<file path="config.mk">
export PLATFORM = sky130hd
export DESIGN_NAME = decode_regfile_sb_flat
export DESIGN_NICKNAME = d
export VERILOG_FILES = /design/src/rtl/decode_regfile_sb_if.sv /design/src/rtl/decode_regfile_sb.sv /design/src/flat_wrapper.sv
export SDC_FILE = /design/constraint.sdc
export NUM_CORES = 2
export LEC_CHECK = 0
export CAP_MARGIN = 0
export CORE_MARGIN = 4
export CORE_UTILIZATION = 47
export DETAILED_ROUTE_END_ITERATION = 8
export DONT_BUFFER_PORTS = 1
export PLACE_DENSITY_LB_ADDON = 0.05
export SYNTH_ARGS = -nofsm -noshare
export SYNTH_HDL_FRONTEND = slang
export SYNTH_SLANG_ARGS = --single-unit
</file>
<file path="constraint.sdc">
create_clock -name CLK -period 2.7 [get_ports CLK]
set_input_delay 0.27 -clock CLK [delete_from_list [all_inputs] [get_ports CLK]]
set_output_delay 0.27 -clock CLK [all_outputs]
set_load 0.03 [all_outputs]
</file>
<file path="src/rtl/decode_regfile_sb_if.sv">
// Decode-stage register file / scoreboard bundle: read selects and data, writeback,
// issue tracking and flush. Sideband signalling only; there is no valid/ready pair.
interface decode_regfile_sb_if #(
    parameter int DATA_W = 32,
    parameter int NREGS  = 32,
    parameter int NRD    = 2,
    parameter int LAT_W  = 2
);
    localparam int AW = $clog2(NREGS);

    logic [NRD*AW-1:0]     rsel;
    logic [NRD*DATA_W-1:0] rdat;
    logic [NRD-1:0]        busy;
    logic                  WEN;
    logic [AW-1:0]         wsel;
    logic [DATA_W-1:0]     wdat;
    logic                  issue;
    logic [AW-1:0]         isel;
    logic [LAT_W-1:0]      ilat;
    logic                  flush;
    logic                  pend_any;

    // Decode logic / bench side.
    modport master (
        output rsel, WEN, wsel, wdat, issue, isel, ilat, flush,
        input  rdat, busy, pend_any
    );

    // Register file side.
    modport slave (
        input  rsel, WEN, wsel, wdat, issue, isel, ilat, flush,
        output rdat, busy, pend_any
    );
endinterface

</file>
<file path="src/rtl/decode_regfile_sb.sv">
// Parametrised decode register file with write-through bypass on every read port
// and a per-register latency scoreboard that flags reads of not-yet-forwardable results.
module decode_regfile_sb #(
    parameter int DATA_W = 32,
    parameter int NREGS  = 32,
    parameter int NRD    = 2,
    parameter int LAT_W  = 2
) (
    input  logic               CLK,
    input  logic               RST,
    decode_regfile_sb_if.slave bus
);
    localparam int AW = $clog2(NREGS);

    logic [DATA_W-1:0]     r_regs [NREGS];
    logic [LAT_W-1:0]      r_cnt  [NREGS];
    logic                  r_pend_any;
    logic [LAT_W-1:0]      w_cnt_nxt [NREGS];
    logic                  w_pend_nxt;
    logic [NRD*DATA_W-1:0] w_rdat;
    logic [NRD-1:0]        w_busy;

    // Scoreboard next state: flush beats issue, issue beats writeback clear and countdown.
    always_comb begin
        w_pend_nxt = 1'b0;
        for (int r = 0; r < NREGS; r++) begin
            w_cnt_nxt[r] = '0;
            if (r == 0 || bus.flush) begin
                w_cnt_nxt[r] = '0;
            end else if (bus.issue && bus.isel == AW'(r)) begin
                w_cnt_nxt[r] = bus.ilat;
            end else if (bus.WEN && bus.wsel == AW'(r)) begin
                w_cnt_nxt[r] = '0;
            end else if (r_cnt[r] != '0) begin
                w_cnt_nxt[r] = r_cnt[r] - LAT_W'(1);
            end
            w_pend_nxt = w_pend_nxt | (w_cnt_nxt[r] != '0);
        end
    end

    always_ff @(posedge CLK) begin
        if (RST) begin
            for (int r = 0; r < NREGS; r++) begin
                r_regs[r] <= '0;
                r_cnt[r]  <= '0;
            end
            r_pend_any <= 1'b0;
        end else begin
            if (bus.WEN && bus.wsel != '0) begin
                r_regs[bus.wsel] <= bus.wdat;
            end
            for (int r = 0; r < NREGS; r++) begin
                r_cnt[r] <= w_cnt_nxt[r];
            end
            r_pend_any <= w_pend_nxt;
        end
    end

    // Busy reflects current counters only; same-cycle issue/writeback is not looked ahead at.
    always_comb begin
        w_rdat = '0;
        w_busy = '0;
        for (int i = 0; i < NRD; i++) begin
            if (bus.rsel[i*AW +: AW] != '0) begin
                w_busy[i] = (r_cnt[bus.rsel[i*AW +: AW]] != '0);
                if (bus.WEN && bus.wsel == bus.rsel[i*AW +: AW]) begin
                    w_rdat[i*DATA_W +: DATA_W] = bus.wdat;
                end else begin
                    w_rdat[i*DATA_W +: DATA_W] = r_regs[bus.rsel[i*AW +: AW]];
                end
            end
        end
    end

    assign bus.rdat     = w_rdat;
    assign bus.busy     = w_busy;
    assign bus.pend_any = r_pend_any;
endmodule

</file>
<file path="src/flat_wrapper.sv">
// flat-port wrapper written by rule: the top's interface ports become plain ports
module decode_regfile_sb_flat 
#(
    parameter int DATA_W = 32,
    parameter int NREGS  = 32,
    parameter int NRD    = 2,
    parameter int LAT_W  = 2
)
  (CLK, RST, bus_rsel, bus_WEN, bus_wsel, bus_wdat, bus_issue, bus_isel, bus_ilat, bus_flush, bus_rdat, bus_busy, bus_pend_any);
  decode_regfile_sb_if #(.DATA_W(DATA_W), .NREGS(NREGS), .NRD(NRD), .LAT_W(LAT_W)) bus_i ();
  input  logic CLK;
  input  logic RST;
  input wire logic [$bits(bus_i.rsel)-1:0] bus_rsel;
  input wire logic [$bits(bus_i.WEN)-1:0] bus_WEN;
  input wire logic [$bits(bus_i.wsel)-1:0] bus_wsel;
  input wire logic [$bits(bus_i.wdat)-1:0] bus_wdat;
  input wire logic [$bits(bus_i.issue)-1:0] bus_issue;
  input wire logic [$bits(bus_i.isel)-1:0] bus_isel;
  input wire logic [$bits(bus_i.ilat)-1:0] bus_ilat;
  input wire logic [$bits(bus_i.flush)-1:0] bus_flush;
  output wire logic [$bits(bus_i.rdat)-1:0] bus_rdat;
  output wire logic [$bits(bus_i.busy)-1:0] bus_busy;
  output wire logic [$bits(bus_i.pend_any)-1:0] bus_pend_any;
  assign bus_i.rsel = bus_rsel;
  assign bus_i.WEN = bus_WEN;
  assign bus_i.wsel = bus_wsel;
  assign bus_i.wdat = bus_wdat;
  assign bus_i.issue = bus_issue;
  assign bus_i.isel = bus_isel;
  assign bus_i.ilat = bus_ilat;
  assign bus_i.flush = bus_flush;
  assign bus_rdat = bus_i.rdat;
  assign bus_busy = bus_i.busy;
  assign bus_pend_any = bus_i.pend_any;
  decode_regfile_sb #(.DATA_W(DATA_W), .NREGS(NREGS), .NRD(NRD), .LAT_W(LAT_W)) u_core (.CLK(CLK), .RST(RST), .bus(bus_i));
endmodule
</file>
==> impl_metrics.py <==
metrics = {
    "route": {
        "firstDrtPassIters": 5,
        "vias": 37257,
        "remaining_drc_errors": 0,
        "wl_um": 207000,
        "post_drt_via_cell_ratio": 6.70,
        "dr.first_iter.drc_count": 5595,
        "ant_nets": 0,
        "wire_per_inst_um": 37.3,
    },
    "power": {
        "power_w": 0.0420,
        "p_leak_nw": 22.4,
        "vdd_drop_max_mv": 0.537,
        "power.density_mw_per_mm2": 631,
    },
    "grt": {
        "antenna_found_initial": 19,
        "grtUsageTotal_pct": 31.8,
        "grt_start_max_net_pins": 290,
        "grt-ovfl-total": 0,
        "grt_pass1_wl_um": 292000,
        "grt_pass1_vias": 37943,
    },
    "min_path": {
        "min_from": "bus_isel[0]",
        "hold_depth": 4,
        "min_path_type": "input port to flop",
        "whs_endpoint": "u_core.r_cnt[11][0]",
    },
    "worst_setup_path": {
        "worstPathCellList": "mux4_2 > mux4_2 > mux2i_1 > buf_4 > a211oi_2 > buf_4",
        "critPathArrivalTime_ps": 2740,
        "cp.required_ps": 2430,
        "critPathMaxStageDelay_ps": 540,
        "rr_worst_depth": 7,
        "cp-start-kind": "flop",
        "cp-end-kind": "output port",
        "crit_type": "flop to output port",
        "reg2reg_setup_slack_ps": 870,
        "cp_slowest_cell": "mux4_2",
        "reg2reg_from": "u_core.r_cnt[9][1]",
        "regToRegEndpoint": "u_core.bus.pend_any",
        "crit_fanout": 2,
    },
    "floorplan": {
        "initial_core_util_pct": 47.3,
        "dieHeight_um": 361,
        "die-width_um": 361,
        "coreArea_mm2": 0.124,
        "dieArea_mm2": 0.130,
        "pin_count": 126,
        "fp-row-count": 129,
    },
    "synth": {
        "synth_top_area_share_pct": 52.5,
        "synth_most_common_cell": "edfxtp_1",
        "yosysTopAreaCell": "edfxtp_1",
        "async_flop_share_pct": 0,
        "ys_top_cells_by_count": "edfxtp_1, and2_1, mux4_2",
        "synth_seq_cells": 1087,
        "yosysWarnings": 0,
        "synth_edf_count": 1024,
        "ys.flop_type": "edfxtp_1",
        "syn_inst": 3821,
        "synth.area.top_cells": "edfxtp_1, mux4_2, and2_1, dfxtp_1, clkbuf_1",
        "yosysUniqueCellTypes": 60,
        "netlist_area_mm2": 0.0586,
        "synth-seq-area-share_pct": 54.6,
        "syn_avg_cell_area_um2": 15.3,
    },
    "sta": {
        "final_hold_viol_count": 0,
        "slew_headroom_pct": 22.1,
        "fin_crit_ps": 3010,
        "max_freq_mhz": 332,
        "slew_viol_final": 0,
        "whs_ps": 50.7,
        "worst_pin_slew_ps": 1160,
        "finalCritPeriodShare_pct": 112,
        "rsz0062_at_grt": "yes",
        "setup_tns_ps": -14520,
        "fin_skew_ps": 17.7,
        "fin_ws_ps": -314,
        "setup_violations": 66,
    },
    "placed_design": {
        "place_congestion": 0.842,
        "dp.final_hpwl_um": 113000,
        "place_inst": 5290,
        "io_buffer_count": 0,
    },
    "final_layout": {
        "final_cells": 5562,
        "synthToLayoutAreaGrowth_pct": 13.5,
        "layout-drive-gt1-share_pct": 30.3,
        "fin_nets": 3876,
    },
    "clocking": {
        "cts_buffer_depth": 3,
        "path_clk_slew_ps": 60,
        "cts_root_buf": "clkbuf_16",
        "clock_sinks": 1087,
        "cts_tree": "yes",
        "clock_latency_ps": 740,
        "cts_inserted_buffers": 120,
        "htreeDepth": 3,
    },
    "run": {
        "maxCapViolCount": 0,
    },
    "outcome": {
        "outcome": "finished, violations left",
        "failed_checks": "negative setup slack",
    },
}
==> per-stage QoR <==
stage          area [um^2]  worst slack, ps  utilization, %
5_1_grt              66500             -388            53.7
3_5_place_dp         61500             51.8            49.6
6_report             66600             -314            53.8
3_3_place_gp         61500            -24.7            49.6
4_1_cts              66400             -370            53.7
2_1_floorplan        58700             -236               -
==> per-layer routing <==
| metal | track usage (%) | routed length, um | up-vias |
|---|---|---|---|
| li1 | - | - | 14775 |
| met1 | 43.2 | 78300 | 19830 |
| met2 | 52.7 | 101000 | 2270 |
| met3 | 5.48 | 20600 | 382 |
| met4 | 10.1 | 7250 | 0 |
| met5 | 0 | 0 | - |
==> registers in the layout, summed over array words and instances, names as in the netlist <==
signal	flops
u_core.r_cnt	62
u_core.bus.pend_any	1
u_core.r_regs	1024
==> worst max-delay path by stage <==
stage,startpoint,to,slack (ps)
CTS,u_core.r_regs[3][25],bus_rdat[57],-370
floorplan,bus_wsel[2],u_core.r_regs[3][0],-240
detailed placement,bus_rsel[1],bus_rdat[9],50
global placement,bus_rsel[1],bus_rdat[19],-20
global route,u_core.r_regs[27][5],bus_rdat[37],-390
finish,u_core.r_regs[27][5],bus_rdat[37],-310
==> power breakdown <==
part	total [W]	internal (W)	switching (W)
sequential	0.0197	0.0193	0.000446
clock	0.0172	0.0102	0.00705
combinational	0.00502	0.00254	0.00248
total	0.0420	0.0320	0.00997
==> layout by cell type, fill, tap and decap left out, drive strengths merged, types with 5 or more instances in the layout <==
cell type    Yosys  layout
o21ai           23      23
a21oi           56      56
nor3b            6       6
a211oi          71      71
or3b             5       5
nand4            9       9
edfxtp        1024    1024
mux4           648     648
buf            116     205
o2bb2ai          5       5
mux2i           65      65
dlygate4sd3      0      48
o2bb2a           7       7
or2             31      31
inv              6       7
nor2           206     206
nor3            42      42
xor2             8       8
nand2b           6       6
diode            0       6
nand2           15      15
clkinvlp         0       7
nor2b           16      16
and2           994     994
bufinv           0      18
a22oi           10      10
clkinv           0      47
nand3b           7       7
nand3           14      14
nor4            11      11
o211ai          15      15
o31ai            5       5
conb             1      32
clkbuf         294     151
dfxtp           63      63
==> critical path: cells and delay by family, from the launching register on <==
family	cells	cell delay, ps
multiplexers	3	1200
flip-flops	1	400
buffers and inverters	2	340
AO/OA/AOI/OAI	1	60
==> layout make-up <==
cell class | instances | area [um^2]
flip-flops and latches | 1087 | 32000
clock inverters | 73 | 816
inverters | 6 | 22.5
repair buffers | 253 | 2540
fillers | 9891 | 57200
clock buffers | 151 | 3240
well taps | 1637 | 2050
multi-input cells | 2349 | 25800
diodes | 6 | 15.0
==> cell families (layout without fill, tap and decap cells) <==
group,after synthesis,after routing,share of synthesized area (%)
compound gates,212,212,2.48
flops,1087,1087,54.6
other cells,1,38,0.00640
xor+xnor,10,10,0.149
simple gates,1382,1382,13.8
mux,713,713,26.0
buf+inv,416,483,2.90
==> what timing repair did <==
action | 4_1_cts | 5_1_grt
setup endpoints to repair | 66 | 66
hold endpoints to repair | 1087 | 0
resized for setup | 98 | 22
setup buffers | 1 | 1
pin swaps | 64 | 13
hold buffers | 49 | 0
(Power assumes the default switching activity.)
